[src/rtl/booth_control.sv]
// -----------------------------------------------------------------------------
// booth_control
//   Sequencer for a 4x4 radix-2 Booth multiplier datapath (A, Q, Q-1, M and a
//   4-bit add/sub unit). It issues load / add-sub / shift strobes, counts the
//   iterations and runs a start/busy/done handshake with the host. It holds no
//   data bits.
//
//   Optional build macro: BOOTH_SKIP_EN
//     When defined, an ARITH cycle with q0==q_1 shifts directly (sh=1) and
//     counts the iteration, so no-op iterations take one cycle instead of two.
//
// Parameters
//   N   iteration count (multiplier width)
//   CW  iteration counter width, 2^CW > N
//
// Ports
//   clk    in   clock, rising edge
//   reset  in   synchronous active-low reset
//   start  in   start request, sampled only in IDLE
//   q0     in   Q[0] from the datapath
//   q_1    in   Q-1 bit from the datapath
//   ld_m   out  load M from the external multiplicand
//   ld_q   out  load Q from the external multiplier
//   clr_a  out  clear A and Q-1 on load
//   ld_a   out  load A from the add/sub output
//   resta  out  add/sub mode: 1 = A-M, 0 = A+M
//   sh     out  arithmetic right shift of {A,Q,Q-1}
//   busy   out  high from LOAD through the last shift
//   done   out  one-cycle pulse, product {A,Q} valid
//   iter   out  iterations remaining (debug)
// -----------------------------------------------------------------------------
module booth_control #(
  parameter int N  = 4,
  parameter int CW = 3
) (
  input  logic          clk,
  input  logic          reset,
  input  logic          start,
  input  logic          q0,
  input  logic          q_1,
  output logic          ld_m,
  output logic          ld_q,
  output logic          clr_a,
  output logic          ld_a,
  output logic          resta,
  output logic          sh,
  output logic          busy,
  output logic          done,
  output logic [CW-1:0] iter
);

  typedef enum logic [2:0] {
    S_IDLE,
    S_LOAD,
    S_ARITH,
    S_SHIFT,
    S_DONE
  } state_t;

  localparam logic [CW-1:0] LP_N   = CW'(N);
  localparam logic [CW-1:0] LP_ONE = CW'(1);

  state_t        r_state;
  logic [CW-1:0] r_iter;
  logic          r_load;
  logic          r_sh;
  logic          r_busy;
  logic          r_done;

  logic          w_arith;
  logic          w_op;
  logic          w_skip;

  assign w_arith = (r_state == S_ARITH);
  // Booth pair 01 or 10 needs an add/sub; 00 and 11 are pure shifts.
  assign w_op    = q0 ^ q_1;

`ifdef BOOTH_SKIP_EN
  assign w_skip = w_arith & ~w_op;
`else
  assign w_skip = 1'b0;
`endif

  always_ff @(posedge clk) begin
    if (!reset) begin
      r_state <= S_IDLE;
      r_iter  <= '0;
      r_load  <= 1'b0;
      r_sh    <= 1'b0;
      r_busy  <= 1'b0;
      r_done  <= 1'b0;
    end else begin
      // Strobes are single-cycle; each transition below re-asserts what the
      // next state needs.
      r_load <= 1'b0;
      r_sh   <= 1'b0;
      r_done <= 1'b0;
      case (r_state)
        S_IDLE: begin
          if (start) begin
            r_state <= S_LOAD;
            r_load  <= 1'b1;
            r_busy  <= 1'b1;
          end
        end
        S_LOAD: begin
          r_state <= S_ARITH;
          r_iter  <= LP_N;
        end
        S_ARITH: begin
          if (w_skip) begin
            // Shift happens in this cycle (sh driven from w_skip).
            if (r_iter != '0) begin
              r_iter <= r_iter - LP_ONE;
            end
            if (r_iter == LP_ONE) begin
              r_state <= S_DONE;
              r_busy  <= 1'b0;
              r_done  <= 1'b1;
            end
          end else begin
            r_state <= S_SHIFT;
            r_sh    <= 1'b1;
          end
        end
        S_SHIFT: begin
          if (r_iter != '0) begin
            r_iter <= r_iter - LP_ONE;
          end
          if (r_iter == LP_ONE) begin
            r_state <= S_DONE;
            r_busy  <= 1'b0;
            r_done  <= 1'b1;
          end else begin
            r_state <= S_ARITH;
          end
        end
        S_DONE: begin
          r_state <= S_IDLE;
        end
        default: begin
          r_state <= S_IDLE;
          r_busy  <= 1'b0;
        end
      endcase
    end
  end

  assign ld_m  = r_load;
  assign ld_q  = r_load;
  assign clr_a = r_load;
  // ld_a/resta follow the datapath bits combinationally during ARITH.
  assign ld_a  = w_arith & w_op;
  assign resta = w_arith & w_op & q0;
  assign sh    = r_sh | w_skip;
  assign busy  = r_busy;
  assign done  = r_done;
  assign iter  = r_iter;

endmodule

[config.mk]
export PLATFORM = sky130hd
export DESIGN_NAME = booth_control
export DESIGN_NICKNAME = d
export VERILOG_FILES = /design/src/rtl/booth_control.sv
export SDC_FILE = /design/constraint.sdc
export NUM_CORES = 1
export LEC_CHECK = 0
export BUFFER_PORTS_ARGS = -buffer_cell sky130_fd_sc_hd__buf_2
export CORE_MARGIN = 2
export CORE_UTILIZATION = 35
export CTS_CLUSTER_DIAMETER = 50
export DETAILED_ROUTE_END_ITERATION = 16
export PLACE_DENSITY = 0.6
export SYNTH_ARGS = -nofsm -noshare
export SYNTH_HDL_FRONTEND = slang
export SYNTH_SLANG_ARGS = --single-unit
[constraint.sdc]
create_clock -name clk -period 1.4 [get_ports clk]
set_input_delay 0.21 -clock clk [delete_from_list [all_inputs] [get_ports clk]]
set_output_delay 0.21 -clock clk [all_outputs]
set_load 0.01 [all_outputs]
=== Yosys cells after proc, flatten, opt, wreduce, memory -nomap -nowiden ===
Cells that the tools add are included.

* Bits in registers: 10
* Bits of input ports: 5

* Multiplexer cells: 11
* Reduce and logical (&&, ||, !) cells: 8
* Bitwise operators: 4
* Add/sub/neg operators: 1
* Equal/unequal tests: 8

{| class="wikitable"
|+ Operators with widths
! cell !! number
|-
| $pmux W3 S4 || 1
|-
| $mux W3 || 3
|-
| $eq A3 B1 Y1 const B || 2
|-
| $eq A3 B2 Y1 const B || 2
|-
| $ne A2 B2 Y1 const B || 3
|-
| $pmux W3 S2 || 1
|-
| $reduce_and A2 Y1 || 3
|-
| $mux W1 || 5
|-
| $eq A3 B3 Y1 const B || 1
|-
| $logic_not A3 Y1 || 1
|-
| $pmux W1 S3 || 1
|-
| $reduce_and A3 Y1 || 1
|-
| $reduce_bool A3 Y1 || 1
|-
| $reduce_or A3 Y1 || 1
|-
| $sub A3 B1 Y3 const B || 1
|-
| $and A1 B1 Y1 || 2
|-
| $reduce_bool A2 Y1 || 1
|-
| $not A1 Y1 || 1
|-
| $xor A1 B1 Y1 || 1
|}

=== Logic depth before layout (Yosys ltp) ===
Gate-level depths: netlist (run 1).

* Depth in word-level cells: 4
* Depth in mapped cells: 5
* Depth with buffers taken out: 5

=== Least setup slack after synthesis (run 1) ===
No wires, ideal clock.

* Kind: register to register
* Start: register r_iter[0] (netlist: iter[0])
* End: register r_iter[2] (netlist: iter[2])
* Path slack: 0.077 ns
* Cell stages (with the launch flop): 6
* Clock period less this slack: 1.323 ns
* Setup time: 0.058 ns
* Arrival: 1.265 ns
* Required time: 1.342 ns
* Cell sequence: dfxtp_1 > inv_1 > ha_1 > or3b_1 > a21oi_1 > o21a_1

* Cells in the longest elaborated chain, start to end: 3
* Elaborated cells between the ends (all ways): 6
* Those cells by class: add/sub: 1; eq/ne: 1; mux: 2; reduce/logical: 2

{| class="wikitable"
|+ Ends and longest elaborated chain
! item !! RTL line !! source
|-
| start: declaration || 64 || <nowiki>logic [CW-1:0] r_iter;</nowiki>
|-
| start signal: assignment || 114 || <nowiki>r_iter <= r_iter - LP_ONE;</nowiki>
|-
| start signal: assignment || 128 || <nowiki>r_iter <= r_iter - LP_ONE;</nowiki>
|-
| $sub A3 B1 Y3 / $reduce_bool A3 Y1 (equally long branches) || 128, 127 ||
|-
| $mux W3 / $ne A2 B2 Y1 (equally long branches) || n/a ||
|-
| $pmux W3 S2 / $reduce_and A2 Y1 (equally long branches) || n/a ||
|}

Parallel ways exist; a longest one is shown, timed or not. The select of a mux whose other input is x is not followed.
A chain may end at the register's enable or synchronous reset.

=== Worst setup path in the final report (run 1) ===
* Start: register r_state[0]
* End: output resta

* Cells in the longest elaborated chain, start to end: 3

{| class="wikitable"
|+ Ends and longest elaborated chain
! item !! RTL line !! source
|-
| start: declaration || 63 || <nowiki>state_t r_state;</nowiki>
|-
| start signal: assignment || 86 || <nowiki>r_state <= S_IDLE;</nowiki>
|-
| start signal: assignment || 101 || <nowiki>r_state <= S_LOAD;</nowiki>
|-
| start signal: assignment || 107 || <nowiki>r_state <= S_ARITH;</nowiki>
|-
| $eq A3 B2 Y1 || 74 || <nowiki>assign w_arith = (r_state == S_ARITH);</nowiki>
|-
| $and A1 B1 Y1 (2 in a row) || 154 || <nowiki>assign resta = w_arith & w_op & q0;</nowiki>
|-
| end: declaration || 45 || <nowiki>output logic resta,</nowiki>
|}

No other way between the ends.

==> qor.json, run 1 <==
{
  "port-buffer-count": {"value": 15},
  "power_switching": {"value": 168, "unit": "µW"},
  "mappedNetlistNets": {"value": 61},
  "slew_worst_pin": {"value": 0.217, "unit": "ns"},
  "cellPowerDensity": {"value": 1070, "unit": "mW/mm²"},
  "detail_route.iter0.violations": {"value": 6},
  "fin_crit": {"value": 1.33, "unit": "ns"},
  "detail_route.first_pass.iterations": {"value": 4},
  "horiz_die_dim": {"value": 41.9, "unit": "µm"},
  "worst_ir_drop_vdd": {"value": 0.000650, "unit": "V"},
  "globalplace.congestion": {"value": 0.753},
  "placeableCoreArea": {"value": 0.00132, "unit": "mm²"},
  "seqCellArea": {"value": 208, "unit": "µm²"},
  "die_height": {"value": 41.9, "unit": "µm"},
  "antenna-diode-count": {"value": 0},
  "post-cts-setup-buffer-count": {"value": 0},
  "postSynth.topFlopCell": {"value": "sky130_fd_sc_hd__dfxtp_1"},
  "fin_nets": {"value": 79},
  "floorplan.die_area": {"value": 0.00176, "unit": "mm²"},
  "cts_max_path_buffers": {"value": 2},
  "postRouteWirelength": {"value": 942, "unit": "µm"},
  "fin_total_pwr": {"value": 671, "unit": "µW"},
  "internal_power": {"value": 504, "unit": "µW"},
  "timing.reg2reg.worst_path_depth": {"value": 5},
  "startpoint_type": {"value": "register"},
  "cts_hold_repair.buffers": {"value": 0},
  "achievable-frequency": {"value": 752, "unit": "MHz"},
  "pwr-share-seq": {"value": 47.2, "unit": "%"},
  "post_route_cells_drive_above_1_share": {"value": 40.0, "unit": "%"},
  "htree_levels": {"value": 1},
  "largest_net_degree_at_the_start_of_global_routing": {"value": 9},
  "detailed_placement_hpwl": {"value": 693, "unit": "µm"},
  "rsz0062_at_grt": {"value": "no"},
  "timing_worst_setup_path_type": {"value": "reg -> out"},
  "timing.hold.worst_path_depth": {"value": 3},
  "floorplan.initialDensity": {"value": 38.2, "unit": "%"},
  "share_comb_of_total_power": {"value": 14.0, "unit": "%"},
  "setup_viol": {"value": 0},
  "via_per_instance_ratio": {"value": 4.93},
  "timing.critical_path.to_type": {"value": "output port"},
  "clk_latency": {"value": 0.26, "unit": "ns"},
  "wire_length_the_detailed_router_placed_on_met1": {"value": 441, "unit": "µm"},
  "maxCapViolations": {"value": 0},
  "final_area": {"value": 629, "unit": "µm²"},
  "hp-start": {"value": "start"},
  "yosysWarnings": {"value": 0},
  "number_of_clock_buffers_inserted_by_tritoncts": {"value": 3},
  "synth-edff-count": {"value": 0},
  "dp_slack": {"value": 0.0854, "unit": "ns"},
  "clk_transition_reported_paths": {"value": 0.07, "unit": "ns"},
  "antenna_left": {"value": 0},
  "timing.setup.tns": {"value": 0, "unit": "ns"},
  "hold_path_class": {"value": "in -> reg"},
  "worst_slack": {"value": 0.0703, "unit": "ns"},
  "wire_per_inst": {"value": 11.1, "unit": "µm"},
  "finalHoldWorstSlack": {"value": 0.174, "unit": "ns"},
  "placement.cell_area": {"value": 578, "unit": "µm²"},
  "post_cts_resize_count": {"value": 2},
  "cts-root-buf": {"value": "sky130_fd_sc_hd__clkbuf_4"},
  "synth_async_sr_flop_share": {"value": 0, "unit": "%"},
  "clkSinkCount": {"value": 10},
  "globalRouteTotalUtil": {"value": 11.0, "unit": "%"},
  "antenna_violations_before_repair": {"value": 0},
  "power_frac_clock": {"value": 38.8, "unit": "%"},
  "timing.final.crit_share": {"value": 95.0, "unit": "%"},
  "worst-r2r-setup-slack": {"value": 0.11, "unit": "ns"},
  "remaining_drc_errors": {"value": 0},
  "worst-endpoint-arrival": {"value": 1.12, "unit": "ns"},
  "num-fill-cells": {"value": 132},
  "worstHoldEndpoint": {"value": "clr_a$_SDFF_PN0_"},
  "switch_share": {"value": 25.0, "unit": "%"},
  "crit_path_max_fanout": {"value": 7},
  "number_of_global_route_vias_before_repair": {"value": 391},
  "mapped_cells": {"value": 53},
  "clock_skew": {"value": 0.00199, "unit": "ns"},
  "synth-seq-cells": {"value": 10},
  "grt_pass1_wl": {"value": 1.49, "unit": "mm"},
  "worst-endpoint-required": {"value": 1.19, "unit": "ns"},
  "synth.lib_cells_used.distinct": {"value": 27},
  "tritoncts": {"value": "built"},
  "num_rows": {"value": 13},
  "p_leak": {"value": 0.000291, "unit": "µW"},
  "multi_input_area": {"value": 273, "unit": "µm²"},
  "status": {"value": "completed"},
  "regToRegStartpoint": {"value": "iter[0]$_SDFFE_PN0P_"},
  "grt_overflow": {"value": 0},
  "routed.top_layer": {"value": "met4"},
  "met3_wirelength": {"value": 63, "unit": "µm"},
  "netlist_area": {"value": 503, "unit": "µm²"},
  "syn2layout_area_growth": {"value": 25.1, "unit": "%"},
  "synth.yosys.seq_area_share": {"value": 39.8, "unit": "%"},
  "pin_count": {"value": 16},
  "max_slew_margin": {"value": 85.5, "unit": "%"},
  "dr_wl_met2": {"value": 422, "unit": "µm"},
  "final_hold_fails": {"value": 0},
  "maxSlewViolCount": {"value": 0},
  "crit-reg2reg-capture": {"value": "iter[2]$_SDFFE_PN0P_"},
  "postSynthAreaPerCell": {"value": 9.49, "unit": "µm²"},
  "route.vias.total": {"value": 419}
}
## sequential cells by signal, summed over array words and instances (netlist names)
signal,flops
r_state,3
done,1
busy,1
iter,3
sh,1
clr_a,1
## layout by cell type, fill, tap and decap left out, types with 2 or more instances in the layout
cell,n
sky130_fd_sc_hd__buf_2,15
sky130_fd_sc_hd__dfxtp_1,6
sky130_fd_sc_hd__nor2_1,4
sky130_fd_sc_hd__inv_1,3
sky130_fd_sc_hd__nand2b_1,3
sky130_fd_sc_hd__o21ai_0,3
sky130_fd_sc_hd__a21boi_0,3
sky130_fd_sc_hd__ha_1,3
sky130_fd_sc_hd__clkbuf_4,3
sky130_fd_sc_hd__dfxtp_2,3
sky130_fd_sc_hd__nand2_1,2
sky130_fd_sc_hd__and4_1,2
## worst max-delay path, stage by stage, from the launching register on
cell                      delay (ns)
sky130_fd_sc_hd__dfxtp_4        0.37
sky130_fd_sc_hd__nor2_2         0.08
sky130_fd_sc_hd__nand2_1        0.09
sky130_fd_sc_hd__nor3b_2        0.17
sky130_fd_sc_hd__buf_2          0.14
## kinds of logic after synthesis
| kind of cell | synth area share, % |
|---|---|
| xor gates and xnor gates | 1.74 |
| and+or+nand+nor | 28.4 |
| adders and majority gates | 7.46 |
| DFF | 39.8 |
| AOI/OAI and AO/OA | 15.2 |
| buffers and inverters | 7.46 |
## per-stage QoR
stage	cells	util (%)
3_5_place_dp	81	43.9
6_report	85	47.8
4_1_cts	85	46.8
3_3_place_gp	81	43.9
2_1_floorplan	53	-
5_1_grt	85	47.8
## per-layer routing
layer | vias up | track usage [%]
met5 | - | 0
met4 | 0 | 5.81
met3 | 4 | 3.04
met2 | 15 | 18.4
met1 | 183 | 12.5
li1 | 217 | -
## final cells by class
class,instances,share of cell area (%)
repair buffers,16,13.1
multi-input cells,37,43.3
clock buffers,4,5.77
well taps,15,2.98
inverters,3,1.79
flip-flops and latches,10,33.0
## how the worst max path moves through the flow
stage	startpoint	endpoint	slack, ns
after detailed placement	iter[0]$_SDFFE_PN0P_	iter[2]$_SDFFE_PN0P_	0.09
after global placement	iter[0]$_SDFFE_PN0P_	iter[2]$_SDFFE_PN0P_	0.12
after floorplan	iter[0]$_SDFFE_PN0P_	iter[2]$_SDFFE_PN0P_	0.08
after global routing	r_state[2]$_SDFFE_PN0P_	resta	0.02
final	r_state[0]$_SDFFE_PN0P_	resta	0.07
after CTS	r_state[2]$_SDFFE_PN0P_	resta	0.01
## synthesized netlist by cell type (2+ instances only)
library cell	count	share of area (%)
sky130_fd_sc_hd__o21ai_0	3	3.0
sky130_fd_sc_hd__dfxtp_1	10	40
sky130_fd_sc_hd__buf_4	2	3.0
sky130_fd_sc_hd__and4_1	2	3.5
sky130_fd_sc_hd__nor2_1	5	3.7
sky130_fd_sc_hd__inv_1	3	2.2
sky130_fd_sc_hd__ha_1	3	7.5
sky130_fd_sc_hd__nand2b_1	3	3.7
sky130_fd_sc_hd__a21boi_0	3	4.5
sky130_fd_sc_hd__nand2_1	2	1.5
## power groups by stage
stage	clock network, µW	logic [µW]	registers, µW
final	260	93.8	317
after global routing	277	102	320
after CTS	266	92.9	317
after detailed placement	0	92.0	323
after global placement	0	92.8	322
after floorplan	0	63.9	322
No activity file was read; power rests on OpenSTA's default activity.
==> run 2, diff against run 1 <==
--- a/config.mk
+++ b/config.mk
@@ -10,7 +10,9 @@
 export CORE_UTILIZATION = 35
 export CTS_CLUSTER_DIAMETER = 50
 export DETAILED_ROUTE_END_ITERATION = 16
+export HOLD_SLACK_MARGIN = 0.02
 export PLACE_DENSITY = 0.6
+export REMOVE_ABC_BUFFERS = 1
 export SYNTH_ARGS = -nofsm -noshare
 export SYNTH_HDL_FRONTEND = slang
 export SYNTH_SLANG_ARGS = --single-unit
==> qor.json, run 2 (synthesis gave the netlist of run 1 again) <==
{
  "number_of_clock_buffers_inserted_by_tritoncts": {"value": 3},
  "route.vias.total": {"value": 401},
  "antenna-diode-count": {"value": 0},
  "multi_input_area": {"value": 280, "unit": "µm²"},
  "rsz0062_at_grt": {"value": "no"},
  "tritoncts": {"value": "built"},
  "max_slew_margin": {"value": 84.2, "unit": "%"},
  "port-buffer-count": {"value": 15},
  "postRouteWirelength": {"value": 909, "unit": "µm"},
  "wire_per_inst": {"value": 10.8, "unit": "µm"},
  "remaining_drc_errors": {"value": 0},
  "switch_share": {"value": 24.7, "unit": "%"},
  "timing.critical_path.cells": {"value": "inv_1 > ha_1 > or3b_1 > a21oi_1 > o21a_1"},
  "clk_latency": {"value": 0.26, "unit": "ns"},
  "cts-root-buf": {"value": "sky130_fd_sc_hd__clkbuf_4"},
  "seqCellArea": {"value": 208, "unit": "µm²"},
  "crit_path_max_fanout": {"value": 4},
  "globalRouteTotalUtil": {"value": 11.9, "unit": "%"},
  "regToRegStartpoint": {"value": "iter[0]$_SDFFE_PN0P_"},
  "power_frac_clock": {"value": 38.5, "unit": "%"},
  "fin_crit": {"value": 1.30, "unit": "ns"},
  "final_hold_fails": {"value": 0},
  "post_route_cells_drive_above_1_share": {"value": 40.6, "unit": "%"},
  "cellPowerDensity": {"value": 1060, "unit": "mW/mm²"},
  "worst_slack": {"value": 0.100, "unit": "ns"},
  "fin_nets": {"value": 78},
  "power_switching": {"value": 164, "unit": "µW"},
  "maxSlewViolCount": {"value": 0},
  "crit_buf_inv": {"value": 1},
  "pin_count": {"value": 16},
  "cp_top_family": {"value": "flip-flops"},
  "worst-endpoint-arrival": {"value": 1.50, "unit": "ns"},
  "clkSinkCount": {"value": 10},
  "worst-r2r-setup-slack": {"value": 0.10, "unit": "ns"},
  "cts_max_path_buffers": {"value": 2},
  "maxCapViolations": {"value": 0},
  "antenna_violations_before_repair": {"value": 0},
  "hp-start": {"value": "start"},
  "post-cts-setup-buffer-count": {"value": 0},
  "clock_skew": {"value": 0.00705, "unit": "ns"},
  "timing.final.crit_share": {"value": 92.8, "unit": "%"},
  "p_leak": {"value": 0.000288, "unit": "µW"},
  "horiz_die_dim": {"value": 41.9, "unit": "µm"},
  "status": {"value": "completed"},
  "grt_overflow": {"value": 0},
  "timing.critical_path.to_type": {"value": "register"},
  "grt_pass1_wl": {"value": 1.66, "unit": "mm"},
  "timing.setup.tns": {"value": 0, "unit": "ns"},
  "timing_worst_setup_path_type": {"value": "reg -> reg"},
  "hold_path_class": {"value": "in -> reg"},
  "antenna_left": {"value": 0},
  "achievable-frequency": {"value": 769, "unit": "MHz"},
  "detail_route.iter0.violations": {"value": 11},
  "worst_ir_drop_vdd": {"value": 0.000464, "unit": "V"},
  "dp_slack": {"value": 0.0905, "unit": "ns"},
  "pwr-share-seq": {"value": 47.9, "unit": "%"},
  "die_height": {"value": 41.9, "unit": "µm"},
  "syn2layout_area_growth": {"value": 25.1, "unit": "%"},
  "startpoint_type": {"value": "register"},
  "num-fill-cells": {"value": 135},
  "detail_route.first_pass.iterations": {"value": 4},
  "most-common-layout-cells": {"value": "sky130_fd_sc_hd__buf_2 (15), sky130_fd_sc_hd__dfxtp_1 (6), sky130_fd_sc_hd__nor2_1 (4)"},
  "internal_power": {"value": 501, "unit": "µW"},
  "number_of_global_route_vias_before_repair": {"value": 380},
  "setup_viol": {"value": 0},
  "detailed_placement_hpwl": {"value": 684, "unit": "µm"},
  "htree_levels": {"value": 1},
  "globalplace.congestion": {"value": 0.735},
  "clk_transition_reported_paths": {"value": 0.07, "unit": "ns"},
  "slew_worst_pin": {"value": 0.236, "unit": "ns"},
  "num_rows": {"value": 13},
  "layout_commonest_cell": {"value": "sky130_fd_sc_hd__buf_2"},
  "crit_path_top_delay_cell": {"value": "sky130_fd_sc_hd__dfxtp_2"},
  "floorplan.initialDensity": {"value": 38.2, "unit": "%"},
  "floorplan.die_area": {"value": 0.00176, "unit": "mm²"},
  "worst-endpoint-required": {"value": 1.60, "unit": "ns"},
  "placeableCoreArea": {"value": 0.00132, "unit": "mm²"},
  "share_comb_of_total_power": {"value": 13.6, "unit": "%"},
  "largest_net_degree_at_the_start_of_global_routing": {"value": 10},
  "crit_path_start": {"value": "iter[0]$_SDFFE_PN0P_"},
  "via_per_instance_ratio": {"value": 4.77},
  "crit_path_max_incr_delay": {"value": 0.35, "unit": "ns"}
}
==> run 2: changes by cell type in the layout (fill, tap and decap cells not counted) <==
cell                      change
sky130_fd_sc_hd__buf_4        -1
sky130_fd_sc_hd__nand2_1      -1
sky130_fd_sc_hd__nand2_2      +1
sky130_fd_sc_hd__nor2_2       -1
sky130_fd_sc_hd__nor2_4       +1
==> run 2: layer usage <==
layer	GRT usage, %	vias up	share of wire, %	wire (µm)
met5	0	-	0	0
met4	3.87	0	0	0
met3	2.61	0	4.4	40
met2	17.5	10	44	402
met1	17.1	175	51	466
li1	-	216	-	-
==> run 2: power groups by stage <==
stage / clock (µW) / combinational (µW) / sequential, µW
global route: 280 / 102 / 322
detailed placement: 0 / 88.1 / 323
floorplan: 0 / 48.3 / 327
finish: 256 / 90.4 / 319
CTS: 263 / 89.8 / 318
global placement: 0 / 87.9 / 324
==> run 2: final cells by class <==
cell class,count,share of cell area [%]
Clock buffer,4,5.77
Multi-Input combinational cell,37,44.5
Tap cell,15,2.98
Timing Repair Buffer,15,11.9
Inverter,3,1.79
Sequential cell,10,33.0
==> run 2: worst paths after layout <==
path | endpoint | cells past startpoint
max reg2reg | iter[2]$_SDFFE_PN0P_ | 5
min | clr_a$_SDFF_PN0_ | 3
max | iter[2]$_SDFFE_PN0P_ | 5
min reg2reg | r_state[0]$_SDFFE_PN0P_ | 1
==> run 2: what timing repair did <==
| action | in CTS | in global routing |
|---|---|---|
| hold buffers | 0 | 0 |
| pin swaps | 1 | 2 |
| resized for setup | 3 | 6 |
| hold endpoints to repair | 0 | 0 |
| endpoints found under the setup margin | 1 | 2 |
==> run 2: tightest hold or removal path: cells and delay by family <==
kind	cells	cell delay, ns
buffers and inverters	1	0.11
and+or+nand+nor	2	0.08
==> run 2: through the flow <==
step / util [%] / power [µW] / cells / area (µm²) / hold slack, ns
6_report: 47.8 / 665 / 84 / 629 / 0.177
5_1_grt: 47.8 / 704 / 84 / 629 / 0.195
4_1_cts: 46.4 / 671 / 84 / 612 / 0.174
3_5_place_dp: 43.3 / 412 / 80 / 571 / 0.454
3_3_place_gp: 43.3 / 412 / 80 / 571 / 0.455
2_1_floorplan: - / 375 / 50 / 477 / 0.324
